--- config.mk ---
export PLATFORM = sky130hd
export DESIGN_NAME = peak_to_dds_param
export DESIGN_NICKNAME = d
export VERILOG_FILES = /design/src/rtl/peak_to_dds_param.sv
export SDC_FILE = /design/constraint.sdc
export NUM_CORES = 1
export LEC_CHECK = 0
export CAP_MARGIN = 20
export CORE_MARGIN = 2
export CORE_UTILIZATION = 55
export CTS_CLUSTER_SIZE = 40
export DETAILED_ROUTE_END_ITERATION = 7
export GPL_ROUTABILITY_DRIVEN = 0
export HOLD_SLACK_MARGIN = 0.03
export PLACE_DENSITY = 0.75
export SLEW_MARGIN = 20
export SYNTH_ARGS = -nofsm -noshare
export SYNTH_HDL_FRONTEND = slang
export SYNTH_SLANG_ARGS = --single-unit
--- constraint.sdc ---
create_clock -name clk -period 10 [get_ports clk]
set_input_delay 2 -clock clk [delete_from_list [all_inputs] [get_ports clk]]
set_output_delay 2 -clock clk [all_outputs]
set_load 0.01 [all_outputs]
--- src/rtl/peak_to_dds_param.sv ---
// Converts per-frame FFT peak bins into debounced DDS tuning words and waveform selects.
// Each bin is snapped to the STEP_HZ grid by repeated subtraction, then clamped to the legal range.
module peak_to_dds_param #(
  parameter int unsigned BIN_HZ       = 1000,
  parameter int unsigned STEP_HZ      = 5000,
  parameter int unsigned MIN_STEP     = 4,
  parameter int unsigned MAX_STEP     = 20,
  parameter int unsigned FTW_PER_STEP = 214748,
  parameter int unsigned VOTE_N       = 4
) (
  input  logic        clk,
  input  logic        rst_n,
  input  logic        frame_done,
  input  logic [1:0]  wave_type,
  input  logic [9:0]  max1_idx,
  input  logic [9:0]  max2_idx,
  output logic        update,
  output logic        busy,
  output logic [31:0] ftw_a,
  output logic [31:0] ftw_b,
  output logic        tri_a,
  output logic        tri_b,
  output logic        params_valid,
  output logic        locked
);

  typedef enum logic [2:0] {IDLE, CAPTURE, DIV_A, DIV_B, VOTE, PUBLISH} state_t;

  localparam logic [23:0] STEP_C = 24'(STEP_HZ);
  localparam logic [23:0] HALF_C = 24'(STEP_HZ / 2);
  localparam logic [23:0] BIN_C  = 24'(BIN_HZ);
  localparam logic [7:0]  MIN_C  = 8'(MIN_STEP);
  localparam logic [7:0]  MAX_C  = 8'(MAX_STEP);
  localparam logic [7:0]  VOTE_C = 8'(VOTE_N);
  localparam logic [31:0] FTW_C  = 32'(FTW_PER_STEP);

  state_t      state, state_next;
  logic        frame_prev;
  logic [9:0]  idx2_q;
  logic [1:0]  type_q;
  logic [23:0] rem;
  logic [7:0]  quo;
  logic [7:0]  step_a, step_b;
  logic [17:0] cand_q, pub_q, candidate;
  logic [7:0]  match_cnt, cnt_next;
  logic        frame_rise, div_more, go;

  function automatic logic [23:0] bin_to_rem(input logic [9:0] idx);
    return {14'd0, idx} * BIN_C + HALF_C;
  endfunction

  function automatic logic [7:0] clamp_step(input logic [7:0] q);
    if (q < MIN_C) return MIN_C;
    if (q > MAX_C) return MAX_C;
    return q;
  endfunction

  assign frame_rise = frame_done && !frame_prev;
  assign div_more   = (rem >= STEP_C);
  assign candidate  = {step_a, step_b, type_q};

  always_comb begin
    cnt_next = 8'd1;
    if (candidate == cand_q)
      cnt_next = (match_cnt >= VOTE_C) ? match_cnt : match_cnt + 8'd1;
    go = (cnt_next >= VOTE_C) && (candidate != pub_q);
  end

  always_comb begin
    state_next = state;
    unique case (state)
      IDLE:    if (frame_rise) state_next = CAPTURE;
      CAPTURE: state_next = DIV_A;
      DIV_A:   if (!div_more) state_next = DIV_B;
      DIV_B:   if (!div_more) state_next = VOTE;
      VOTE:    state_next = go ? PUBLISH : IDLE;
      PUBLISH: state_next = IDLE;
      default: state_next = IDLE;
    endcase
  end

  always_ff @(posedge clk or negedge rst_n) begin
    if (!rst_n) state <= IDLE;
    else        state <= state_next;
  end

  always_ff @(posedge clk or negedge rst_n) begin
    if (!rst_n) begin
      frame_prev   <= 1'b0;
      idx2_q       <= '0;
      type_q       <= '0;
      rem          <= '0;
      quo          <= '0;
      step_a       <= '0;
      step_b       <= '0;
      cand_q       <= '0;
      pub_q        <= '0;
      match_cnt    <= '0;
      update       <= 1'b0;
      busy         <= 1'b0;
      ftw_a        <= '0;
      ftw_b        <= '0;
      tri_a        <= 1'b0;
      tri_b        <= 1'b0;
      params_valid <= 1'b0;
      locked       <= 1'b0;
    end else begin
      // Edge history runs every cycle so a rise during busy is consumed, not queued.
      frame_prev   <= frame_done;
      update       <= 1'b0;
      params_valid <= 1'b0;
      busy         <= (state != IDLE) && (state_next != IDLE);
      unique case (state)
        CAPTURE: begin
          idx2_q <= max2_idx;
          type_q <= wave_type;
          update <= 1'b1;
          rem    <= bin_to_rem(max1_idx);
          quo    <= '0;
        end
        DIV_A, DIV_B: begin
          if (div_more) begin
            rem <= rem - STEP_C;
            if (quo != 8'hFF) quo <= quo + 8'd1;
          end else if (state == DIV_A) begin
            step_a <= clamp_step(quo);
            rem    <= bin_to_rem(idx2_q);
            quo    <= '0;
          end else begin
            step_b <= clamp_step(quo);
          end
        end
        VOTE: begin
          cand_q    <= candidate;
          match_cnt <= cnt_next;
          locked    <= (cnt_next >= VOTE_C);
        end
        PUBLISH: begin
          pub_q        <= candidate;
          ftw_a        <= {24'd0, step_a} * FTW_C;
          ftw_b        <= {24'd0, step_b} * FTW_C;
          tri_a        <= type_q[1];
          tri_b        <= type_q[0];
          params_valid <= 1'b1;
        end
        default: ;
      endcase
    end
  end

endmodule

* Word-level counts from Yosys, hierarchy flattened
Index checks and enable logic that the tools add are counted.
** Word-level totals
- Bits in read-only memories :: 0
- Word-level logic and storage cells :: 96
- Memories kept :: 0
- Bits in registers :: 162
- Output and inout bits :: 70
- Latch bits :: 0
- RAM bits :: 0
- Bits of input ports :: 25
** Cells by class
- Multiplexer cells :: 38
- Bitwise logic cells :: 2
- Add/subtract/negate cells :: 5
- Reductions and logical operators :: 13
- Magnitude comparators :: 5
- Divide/modulo/power cells :: 0
- Shift-type cells :: 0
- Multiply operators :: 4
- Equality and inequality tests :: 10
** Operators by type and width (count)
- 8-bit 2-to-1 mux :: 11
- 8-bit by 16-bit multiplier with 24-bit output, second input constant :: 2
- 24-bit 2-to-1 mux :: 2
- 24-bit one-hot mux with 2 select lines :: 1
- 20-bit by 12-bit adder with 21-bit output, second input constant :: 2
- 10-bit by 7-bit multiplier with 17-bit output, second input constant :: 2
- 24-bit by 13-bit greater-or-equal comparator with 1-bit output, second input constant :: 1
- 24-bit by 13-bit subtractor with 24-bit output, second input constant :: 1
- 18-bit equality test :: 1
- 1-bit 2-to-1 mux :: 18
- 18-bit inequality test :: 1
- 8-bit by 1-bit adder with 8-bit output, second input constant :: 2
- 8-bit by 3-bit greater-or-equal comparator with 1-bit output, second input constant :: 2
- 8-bit one-hot mux with 2 select lines :: 1
- 3-bit one-hot mux with 5 select lines :: 1
- 3-bit 2-to-1 mux :: 4
- 3-bit AND reduction :: 3
- 8-bit by 5-bit > comparator with 1-bit output, second input constant :: 1
- 8-bit by 3-bit < comparator with 1-bit output, second input constant :: 1
- 8-bit inequality test, second input constant :: 1
- 3-bit by 2-bit equality test with 1-bit output, second input constant :: 2
- 3-bit equality test, second input constant :: 2
- 3-bit inequality test, second input constant :: 2
- 3-bit nonzero test :: 2
- 8 further kinds :: 11

* Longest topological paths before layout
Gate-level depths: netlist of run 1.
- Depth in word-level cells :: 11
- Depth in mapped cells :: 19
- Depth with buffers taken out :: 18

* Least setup slack after synthesis of run 1
No wires, ideal clock.
- Kind :: input-to-reg
- Start :: input port max1_idx[0]
- End :: register rem[14]
- Buffers on the path :: 0
- Arrival :: 6.426 ns
- Cell stages on the path :: 16
- Setup time :: 0.136 ns
- Setup slack :: 3.437 ns
- Data required time :: 9.864 ns
- Cell sequence :: fa_1 > inv_1 > fa_1 > fa_1 > fa_1 > inv_1 > ha_1 > o21ai_2 > a21oi_4 > o31a_1 > or2_4 > or4_4 > a311oi_2 > mux2_1 > nand2_1 > a221oi_2
** On the way
- Longest elaborated chain between the ends :: 3
** RTL lines
- start, declared :: line 15 : input logic [9:0] max1_idx,
- 10-bit by 7-bit multiplier with 17-bit output :: line 49 : return {14'd0, idx} * BIN_C + HALF_C;
- 20-bit by 12-bit adder with 21-bit output :: line 49
- 24-bit one-hot mux with 2 select lines :: line 113 : unique case (state)
- end signal, assigned :: line 118 : rem <= bin_to_rem(max1_idx);
- end signal, assigned :: line 123 : rem <= rem - STEP_C;
- end signal, assigned :: line 127 : rem <= bin_to_rem(idx2_q);
- end, declared :: line 41 : logic [23:0] rem;
No other way between the ends.
A chain may end at the register's enable or synchronous reset.

* Final worst setup path of run 1
- Start :: input port max1_idx[2]
- End :: register rem[17]
The elaborated chain is that of the path after synthesis.

==> impl_metrics.env, run 1 <==
export IMPL_grt_pass1_vias=11900
export IMPL_coreArea_um2=27900
export IMPL_final_area_um2=17300
export IMPL_layout_nets=2123
export IMPL_rrSetupSlack_ns=4.60
export IMPL_start_kind="input port"
export IMPL_cts_tree="yes"
export IMPL_setup_tns_ns=0
export IMPL_via_per_inst=5.47
export IMPL_r2r_end="rem[19]"
export IMPL_critPathTopFamily="adder cells"
export IMPL_hold_viol_final=0
export IMPL_area_delta_synth_final_pct=10.7
export IMPL_synthCells=1694
export IMPL_first_pass_iters=5
export IMPL_synth_mux_area_frac=0.00489
export IMPL_num_vias=11800
export IMPL_relSlewSlack=0.288
export IMPL_crit_required_ns=10.31
export IMPL_slowest_stage="o211ai_1"
export IMPL_clockBufferDepth=2
export IMPL_use_met3=0.0288
export IMPL_finalCriticalPeriod_ns=7.67
export IMPL_post_cts_buffers=0
export IMPL_busiest_layer="met2"
export IMPL_synth_top_family_by_area="adder cells"
export IMPL_max_freq_ghz=0.130
export IMPL_grt_first_pass_wirelength_mm=57.3
export IMPL_clock_sinks=156
export IMPL_min_from="rem[2]"
export IMPL_fp_dieH_um=172
export IMPL_worstReg2RegStart="idx2_q[1]"
export IMPL_yosysUniqueCellTypes=86
export IMPL_place_area_um2=16700
export IMPL_grt_overflow=0
export IMPL_drtAntennaViolNets=0
export IMPL_synthSimpleGateAreaFrac=0.130
export IMPL_wl_mm=33.8
export IMPL_synth_avg_cell_area_um2=9.22
export IMPL_gr_usage_met1=0.306
export IMPL_drive_gt1_frac=0.0457
export IMPL_final_cells=2152
export IMPL_drc_errors=0
export IMPL_worstSetupPathType="in2reg"
export IMPL_num_antenna_cells=0
export IMPL_synth_area_um2=15600
export IMPL_start_util=0.561
export IMPL_avgRoutedWirePerCell_um=15.7
export IMPL_insertion_delay_ns=0.43
export IMPL_ys_async_sr_fraction=1.00
export IMPL_antenna_found_initial=0
export IMPL_crit_path_end_kind="flip-flop"
export IMPL_outcome="completed"
export IMPL_hold_buffers=0
export IMPL_yosys_warnings=0
export IMPL_path_cells="clkdlybuf4s50_1, inv_1, fa_1, fa_1, inv_1, fa_1, inv_1, fa_1, inv_1, ha_1, or3_4, o211ai_1, mux2i_1, o311ai_2, nand4_1, xnor2_1, o22ai_1, o311a_1"
export IMPL_post_dp_hpwl_mm=26.6
export IMPL_portBuffers=78
export IMPL_numCtsBuffers=17
export IMPL_fin_crit_sh=0.767
export IMPL_yosysSeqAreaShare=0.250
export IMPL_die_x_um=172
export IMPL_setup_viol=0
export IMPL_path_clk_slew_ns=0.07
export IMPL_min_to="rem[2]"
export IMPL_dp_cells=2119
export IMPL_ys_seq_elements=156
export IMPL_ys_flop_type="dfrtp_1"
export IMPL_synth_compound_area_frac=0.132
export IMPL_skew_ns=0.0146
export IMPL_crit_buf_inv=5
export IMPL_cts_root_buffer_cell="clkbuf_16"
export IMPL_io_pins=95
export IMPL_fp_row_count=61
export IMPL_grt_setup_unrepaired="no"
export IMPL_maxSlewViolCount=0
export IMPL_r2r_cells=14
export IMPL_met2_usage=0.433
export IMPL_synthAdderAreaFrac=0.332
export IMPL_h_tree_depth=4
export IMPL_drt_first_iter_violations=741
export IMPL_worstHoldPathCells=1
export IMPL_hold_path_class="reg2reg"
export IMPL_cts_resized_gates=0
export IMPL_cp_data_arrival_time_ns=7.98
export IMPL_die_area_um2=29800
export IMPL_worst_pin_slew_ns=1.07
export IMPL_grt_use_total=0.242
export IMPL_grt_max_degree=115
export IMPL_synth_edf_count=0
export IMPL_drv_cap=0
export IMPL_max_stage_delay_ns=0.81
export IMPL_fillCellCount=2317
export IMPL_critPathMaxFanout=12
export IMPL_synth_xor_area_frac=0.0712
metal layers:
metal / vias up / part of all wire
met1: 5692 / 0.43
met4: 0 / 0.022
met5: - / 0
met2: 280 / 0.51
li1: 5741 / -
met3: 56 / 0.040
through the flow:
stage	setup slack, ns	utilization	hold slack, ns
after global placement	2.21	0.599	0.445
after floorplan	3.44	-	0.432
after CTS	2.47	0.620	0.464
final	2.33	0.621	0.469
after global routing	2.11	0.621	0.490
after detailed placement	2.04	0.599	0.449
registers in the layout, indices dropped and copies added, names as in the netlist, 2 cells and up:
register / count
cand_q: 18
ftw_b: 23
type_q: 2
match_cnt: 8
quo: 8
ftw_a: 23
step_b: 8
idx2_q: 10
step_a: 8
rem: 22
pub_q: 18
state: 3
final cells by class:
type / instances / area, µm² / area share
repair buffers: 86 / 846 / 0.0489
clock buffers: 18 / 439 / 0.0254
flip-flops and latches: 156 / 3900 / 0.226
multi-input cells: 1246 / 10500 / 0.608
clock inverters: 14 / 158 / 0.00912
inverters: 254 / 953 / 0.0551
well taps: 378 / 473 / 0.0274
layout by cell type, fill, tap and decap left out, drive strengths merged, types with 13 or more instances in the layout:
cell type / instances
xnor2: 51
nand2b: 23
nor2: 80
inv: 260
xor2: 75
clkdlybuf4s50: 77
nor4: 16
fa: 128
and2: 13
nand2: 195
clkbuf: 18
o21a: 13
nor3: 20
conb: 16
dfrtp: 156
o21ai: 137
nand3: 21
a21oi: 65
a21o: 20
ha: 209
cells by family after synthesis:
| kind of cell | after synthesis |
|---|---|
| and+or+nand+nor | 433 |
| adders and majority gates | 337 |
| AOI/OAI and AO/OA | 327 |
| buffers and inverters | 307 |
| DFF | 156 |
| xor gates and xnor gates | 126 |
| muxes | 7 |
| other | 1 |
how the worst max path moves through the flow:
| stage | startpoint | to | slack [ns] | depth (start not counted) |
|---|---|---|---|---|
| after floorplan | max1_idx[0] | rem[14] | 3.44 | 16 |
| after global placement | max1_idx[2] | rem[17] | 2.21 | 18 |
| after detailed placement | max1_idx[2] | rem[17] | 2.04 | 18 |
| after CTS | max1_idx[2] | rem[17] | 2.47 | 18 |
| after global routing | max1_idx[2] | rem[17] | 2.11 | 18 |
| final | max1_idx[2] | rem[17] | 2.33 | 18 |
Yosys cell counts, types with 20 or more instances:
master,count,area [µm²]
a21oi_1,63,315
clkbuf_1,23,86.3
dfrtp_1,156,3900
fa_1,128,2560
ha_1,209,2620
inv_1,253,950
nand2_1,195,732
nand2b_1,23,144
nand3_1,21,105
nor2_1,77,289
nor3_1,20,100
o21ai_0,130,651
xnor2_1,51,447
xor2_1,74,648
worst register-to-register path: stages, from the launching register on:
cell      delay (ns)
dfrtp_1         0.48
inv_1           0.12
fa_1            0.58
fa_1            0.45
fa_1            0.52
fa_1            0.52
inv_1           0.04
ha_1            0.36
or4_1           0.57
a31oi_1         0.29
xnor2_1         0.19
o311ai_1        0.21
nor4b_1         0.42
xnor2_1         0.15
a221o_1         0.36
Power of run 1 is not shown: default switching activity piles up to over one toggle a cycle in this logic, so the estimate is an artifact.
==> inputs of run 2 (changes only) <==
==> constraint.sdc (replaced) <==
create_clock -name clk -period 7.2 [get_ports clk]
set_input_delay 1.44 -clock clk [delete_from_list [all_inputs] [get_ports clk]]
set_output_delay 1.44 -clock clk [all_outputs]
set_load 0.01 [all_outputs]
==> impl_metrics.env, run 2 (synthesis results as in run 1) <==
export IMPL_die_area_um2=29800
export IMPL_grt_use_total=0.238
export IMPL_drt_first_iter_violations=728
export IMPL_cts_root_buffer_cell="clkbuf_16"
export IMPL_drive_gt1_frac=0.0446
export IMPL_die_x_um=172
export IMPL_r2r_cells=16
export IMPL_min_from="ftw_a[19]"
export IMPL_fin_crit_sh=0.901
export IMPL_layout_nets=2122
export IMPL_avgRoutedWirePerCell_um=15.4
export IMPL_sequential_cell_area_um2=3900
export IMPL_maxSlewViolCount=0
export IMPL_final_common_cell="inv_1"
export IMPL_hold_viol_final=0
export IMPL_final_cell_mix="253 x inv_1, 209 x ha_1, 195 x nand2_1"
export IMPL_fp_dieH_um=172
export IMPL_multi_input_area_um2=10500
export IMPL_setup_tns_ns=0
export IMPL_wl_mm=33.1
export IMPL_insertion_delay_ns=0.43
export IMPL_outcome="completed"
export IMPL_max_freq_ghz=0.154
export IMPL_clockBufferDepth=2
export IMPL_worstReg2RegStart="idx2_q[0]"
export IMPL_slowest_stage="clkdlybuf4s50_1"
export IMPL_numCtsBuffers=17
export IMPL_worstHoldPathCells=2
export IMPL_cp_depth=19
export IMPL_io_pins=95
export IMPL_critPathTopFamily="adder cells"
export IMPL_num_vias=11700
export IMPL_grt_first_pass_wirelength_mm=56.5
export IMPL_cp_data_arrival_time_ns=6.79
export IMPL_first_pass_iters=5
export IMPL_post_dp_hpwl_mm=26.1
export IMPL_fillCellCount=2380
export IMPL_max_stage_delay_ns=0.57
export IMPL_start_util=0.561
export IMPL_crit_buf_inv=5
export IMPL_start_kind="input port"
export IMPL_critPathMaxFanout=6
export IMPL_hold_path_class="reg2reg"
export IMPL_fp_row_count=61
export IMPL_h_tree_depth=4
export IMPL_critical_path_startpoint="max1_idx[3]"
export IMPL_drc_errors=0
export IMPL_path_clk_slew_ns=0.07
export IMPL_place_area_um2=16700
export IMPL_cts_tree="yes"
export IMPL_grt_max_degree=115
export IMPL_relSlewSlack=0.318
export IMPL_worstSetupPathType="in2reg"
export IMPL_setup_viol=0
export IMPL_portBuffers=78
export IMPL_finalCriticalPeriod_ns=6.49
export IMPL_post_cts_buffers=0
export IMPL_worst_pin_slew_ns=1.02
export IMPL_drtAntennaViolNets=0
export IMPL_crit_required_ns=7.51
export IMPL_via_per_inst=5.45
export IMPL_grt_setup_unrepaired="no"
export IMPL_skew_ns=0.0125
export IMPL_cts_resized_gates=0
export IMPL_path_cells="clkdlybuf4s50_1, inv_1, fa_1, fa_1, inv_1, fa_1, inv_1, fa_1, inv_1, ha_1, or3_4, or2_2, o22ai_1, mux2i_1, o311ai_2, nand4_1, xnor2_1, o22ai_1, o311a_1"
export IMPL_area_delta_synth_final_pct=10.4
export IMPL_clock_sinks=156
export IMPL_final_area_um2=17200
export IMPL_coreArea_um2=27900
export IMPL_grt_pass1_vias=11800
export IMPL_hold_buffers=0
export IMPL_antenna_found_initial=0
export IMPL_reg_top3="ftw_a x23, ftw_b x23, rem x22"
export IMPL_drv_cap=0
export IMPL_num_antenna_cells=0
export IMPL_grt_overflow=0
export IMPL_crit_path_end_kind="flip-flop"
==> run 2: cell types whose count changed in the layout (fill, tap and decap cells not counted), sizes merged <==
| cell | change |
|---|---|
| inv | -1 |
| buf | -1 |
| clkinvlp | -1 |
| clkinv | +3 |
| bufinv | -1 |
==> run 2: routing by layer <==
| layer | share of wire | global-route usage | up-vias |
|---|---|---|---|
| met5 | 0 | 0 | - |
| met4 | 0.025 | 0.0738 | 0 |
| met3 | 0.032 | 0.0277 | 52 |
| met2 | 0.50 | 0.422 | 232 |
| met1 | 0.44 | 0.304 | 5712 |
| li1 | - | - | 5731 |
==> run 2: worst paths after layout <==
kind	slack (ns)	end
worst max-delay path	0.71	rem[17]
worst min-delay path	0.48	ftw_a[19]
worst max register to register	1.78	rem[17]
worst min register to register	0.48	ftw_a[19]
max in group asynchronous	4.73	rem[3]
min in group asynchronous	1.13	ftw_b[12]
==> run 2: final cells by class <==
| type | count | area share |
|---|---|---|
| well taps | 378 | 0.0274 |
| inverters | 254 | 0.0553 |
| repair buffers | 85 | 0.0484 |
| multi-input cells | 1246 | 0.610 |
| flip-flops and latches | 156 | 0.226 |
| clock buffers | 18 | 0.0249 |
| clock inverters | 14 | 0.00784 |
==> run 2: worst reg2reg max path, delay by kind of cell (launching register included) <==
family                     cells  cell delay, ns
adders and majority gates      5            2.46
AOI/OAI and AO/OA              7            1.81
DFF                            1            0.51
xor gates and xnor gates       1            0.29
and+or+nand+nor                1            0.14
buffers and inverters          2            0.09
==> run 2: through the flow <==
| stage | std cells | hold slack [ns] | util | setup WS (ns) |
|---|---|---|---|---|
| after floorplan | 1709 | 0.432 | - | 1.20 |
| after global placement | 2119 | 0.455 | 0.599 | 0.383 |
| after global routing | 2151 | 0.481 | 0.619 | 0.434 |
| after detailed placement | 2119 | 0.459 | 0.599 | 0.296 |
| after CTS | 2151 | 0.475 | 0.619 | 0.730 |
| final | 2151 | 0.476 | 0.619 | 0.712 |
Power of run 2 is left out for the same reason.
==> inputs of run 3 (changes only) <==
--- a/config.mk
+++ b/config.mk
@@ -5,14 +5,15 @@
 export SDC_FILE = /design/constraint.sdc
 export NUM_CORES = 1
 export LEC_CHECK = 0
+export ABC_AREA = 1
 export CAP_MARGIN = 20
-export CORE_MARGIN = 2
+export CORE_MARGIN = 1.5
 export CORE_UTILIZATION = 55
 export CTS_CLUSTER_SIZE = 40
 export DETAILED_ROUTE_END_ITERATION = 7
 export GPL_ROUTABILITY_DRIVEN = 0
 export HOLD_SLACK_MARGIN = 0.03
-export PLACE_DENSITY = 0.75
+export PLACE_DENSITY = 0.74
 export SLEW_MARGIN = 20
 export SYNTH_ARGS = -nofsm -noshare
 export SYNTH_HDL_FRONTEND = slang
==> constraint.sdc (replaced) <==
create_clock -name clk -period 7.2 [get_ports clk]
set_input_delay 1.8 -clock clk [delete_from_list [all_inputs] [get_ports clk]]
set_output_delay 1.8 -clock clk [all_outputs]
set_load 0.01 [all_outputs]
==> impl_metrics.env, run 3 <==
export IMPL_outcome="completed"
export IMPL_die_x_um=176
export IMPL_maxSlewViolCount=0
export IMPL_clockBufferDepth=2
export IMPL_insertion_delay_ns=0.43
export IMPL_max_stage_delay_ns=0.59
export IMPL_fp_row_count=63
export IMPL_final_common_cell="nand2_1"
export IMPL_drive_gt1_frac=0.0513
export IMPL_start_kind="input port"
export IMPL_post_cts_buffers=0
export IMPL_netlist_top_cells_count="426 x nand2_1, 390 x inv_1, 209 x ha_1"
export IMPL_die_area_um2=31000
export IMPL_setup_viol=0
export IMPL_ys_seq_elements=155
export IMPL_synth_edf_count=0
export IMPL_grt_use_total=0.249
export IMPL_yosys_area_top_type="dfrtp_1"
export IMPL_yosysUniqueCellTypes=56
export IMPL_post_dp_hpwl_mm=29.4
export IMPL_hold_buffers=0
export IMPL_place_area_um2=17600
export IMPL_reg_top3="ftw_a x23, ftw_b x23, rem x21"
export IMPL_slowest_stage="clkdlybuf4s50_1"
export IMPL_path_clk_slew_ns=0.07
export IMPL_fp_dieH_um=176
export IMPL_avgRoutedWirePerCell_um=14.3
export IMPL_grt_setup_unrepaired="no"
export IMPL_layout_nets=2493
export IMPL_io_pins=95
export IMPL_drv_cap=0
export IMPL_first_pass_iters=6
export IMPL_num_antenna_cells=0
export IMPL_ys_async_sr_fraction=1.00
export IMPL_grt_overflow=0
export IMPL_cts_tree="yes"
export IMPL_crit_path_end_kind="flip-flop"
export IMPL_critPathMaxFanout=4
export IMPL_h_tree_depth=4
export IMPL_portBuffers=78
export IMPL_wl_mm=36.2
export IMPL_cp_data_arrival_time_ns=6.41
export IMPL_clock_sinks=155
export IMPL_max_freq_ghz=0.164
export IMPL_cts_root_buffer_cell="clkbuf_16"
export IMPL_grt_first_pass_wirelength_mm=63.0
export IMPL_synth_avg_cell_area_um2=7.99
export IMPL_via_per_inst=5.27
export IMPL_worstSetupPathType="in2reg"
export IMPL_grt_max_degree=102
export IMPL_yosys_top_cells_area="dfrtp_1 24%, ha_1 16%, fa_1 16%"
export IMPL_drt_first_iter_violations=864
export IMPL_hold_path_class="reg2reg"
export IMPL_crit_required_ns=7.52
export IMPL_netlist_area_leader_share=0.236
export IMPL_num_vias=13400
export IMPL_cp_common_cell="nand2_1"
export IMPL_numCtsBuffers=17
export IMPL_coreArea_um2=29600
export IMPL_hold_viol_final=0
export IMPL_yosysSeqAreaShare=0.236
export IMPL_yosys_cell_count_top_type="nand2_1"
export IMPL_yosys_warnings=0
export IMPL_drtAntennaViolNets=0
export IMPL_fin_crit_sh=0.846
export IMPL_antenna_found_initial=0
export IMPL_grt_pass1_vias=13500
export IMPL_finalCriticalPeriod_ns=6.09
export IMPL_skew_ns=0.0106
export IMPL_synthCells=2060
export IMPL_setup_tns_ns=0
export IMPL_final_area_um2=18100
export IMPL_path_cells="clkdlybuf4s50_1, inv_1, fa_1, fa_1, inv_1, fa_1, inv_1, fa_1, inv_1, ha_1, inv_1, o21ai_0, a21oi_1, nand3_1, nand2_1, nand2_1, nor3_2, nand2_1, nand2_1, nand3_1, nand2_1, nand2_1"
export IMPL_worst_pin_slew_ns=0.900
export IMPL_final_cell_mix="426 x nand2_1, 389 x inv_1, 209 x ha_1"
export IMPL_relSlewSlack=0.399
export IMPL_area_delta_synth_final_pct=10.1
export IMPL_drc_errors=0
export IMPL_synth_area_um2=16500
export IMPL_cts_resized_gates=0
export IMPL_start_util=0.557
export IMPL_ys_flop_type="dfrtp_1"
## run 3: critical path, delay by kind of cell
family	cells	cell delay [ns]
buffers and inverters	6	0.97
AOI/OAI and AO/OA	2	0.36
adders and majority gates	5	2.30
and+or+nand+nor	9	0.94
## run 3: per-layer routing
metal,wire length [µm],track usage,part of all wire
met3,1040,0.0237,0.029
met5,0,0,0
met4,898,0.0780,0.025
met1,15800,0.306,0.43
met2,18500,0.459,0.51
## run 3: per-stage QoR
| step | setup WS, ns | utilization | hold WS, ns | cells |
|---|---|---|---|---|
| 3_3_place_gp | 0.809 | 0.594 | 0.463 | 2502 |
| 2_1_floorplan | 1.63 | - | 0.460 | 2075 |
| 4_1_cts | 1.12 | 0.613 | 0.484 | 2534 |
| 3_5_place_dp | 0.658 | 0.594 | 0.467 | 2502 |
| 6_report | 1.11 | 0.613 | 0.480 | 2534 |
| 5_1_grt | 0.714 | 0.613 | 0.508 | 2534 |
## run 3: logic make-up after synthesis
logic type,share of synthesized area
AOI/OAI and AO/OA,0.0894
and+or+nand+nor,0.210
DFF,0.236
other,0.000228
buffers and inverters,0.109
adders and majority gates,0.315
xor gates and xnor gates,0.0410
## run 3: cell type report
class	instances	area [µm²]
clock buffers	18	429
clock inverters	14	129
fillers	2645	11400
inverters	399	1510
multi-input cells	1474	10900
flip-flops and latches	155	3880
well taps	390	488
repair buffers	84	827
## run 3: final timing paths
| check | from | to | slack, ns | cells past startpoint |
|---|---|---|---|---|
| setup / recovery | max1_idx[5] | rem[18] | 1.11 | 22 |
| hold / removal | ftw_b[24] | ftw_b[24] | 0.48 | 2 |
| setup reg to reg | idx2_q[5] | rem[19] | 2.49 | 25 |
| hold reg to reg | ftw_b[24] | ftw_b[24] | 0.48 | 2 |
| max in group asynchronous | rst_n | ftw_b[4] | 4.75 | 2 |
| min in group asynchronous | rst_n | ftw_b[9] | 1.38 | 1 |
Power of run 3 is left out for the same reason.
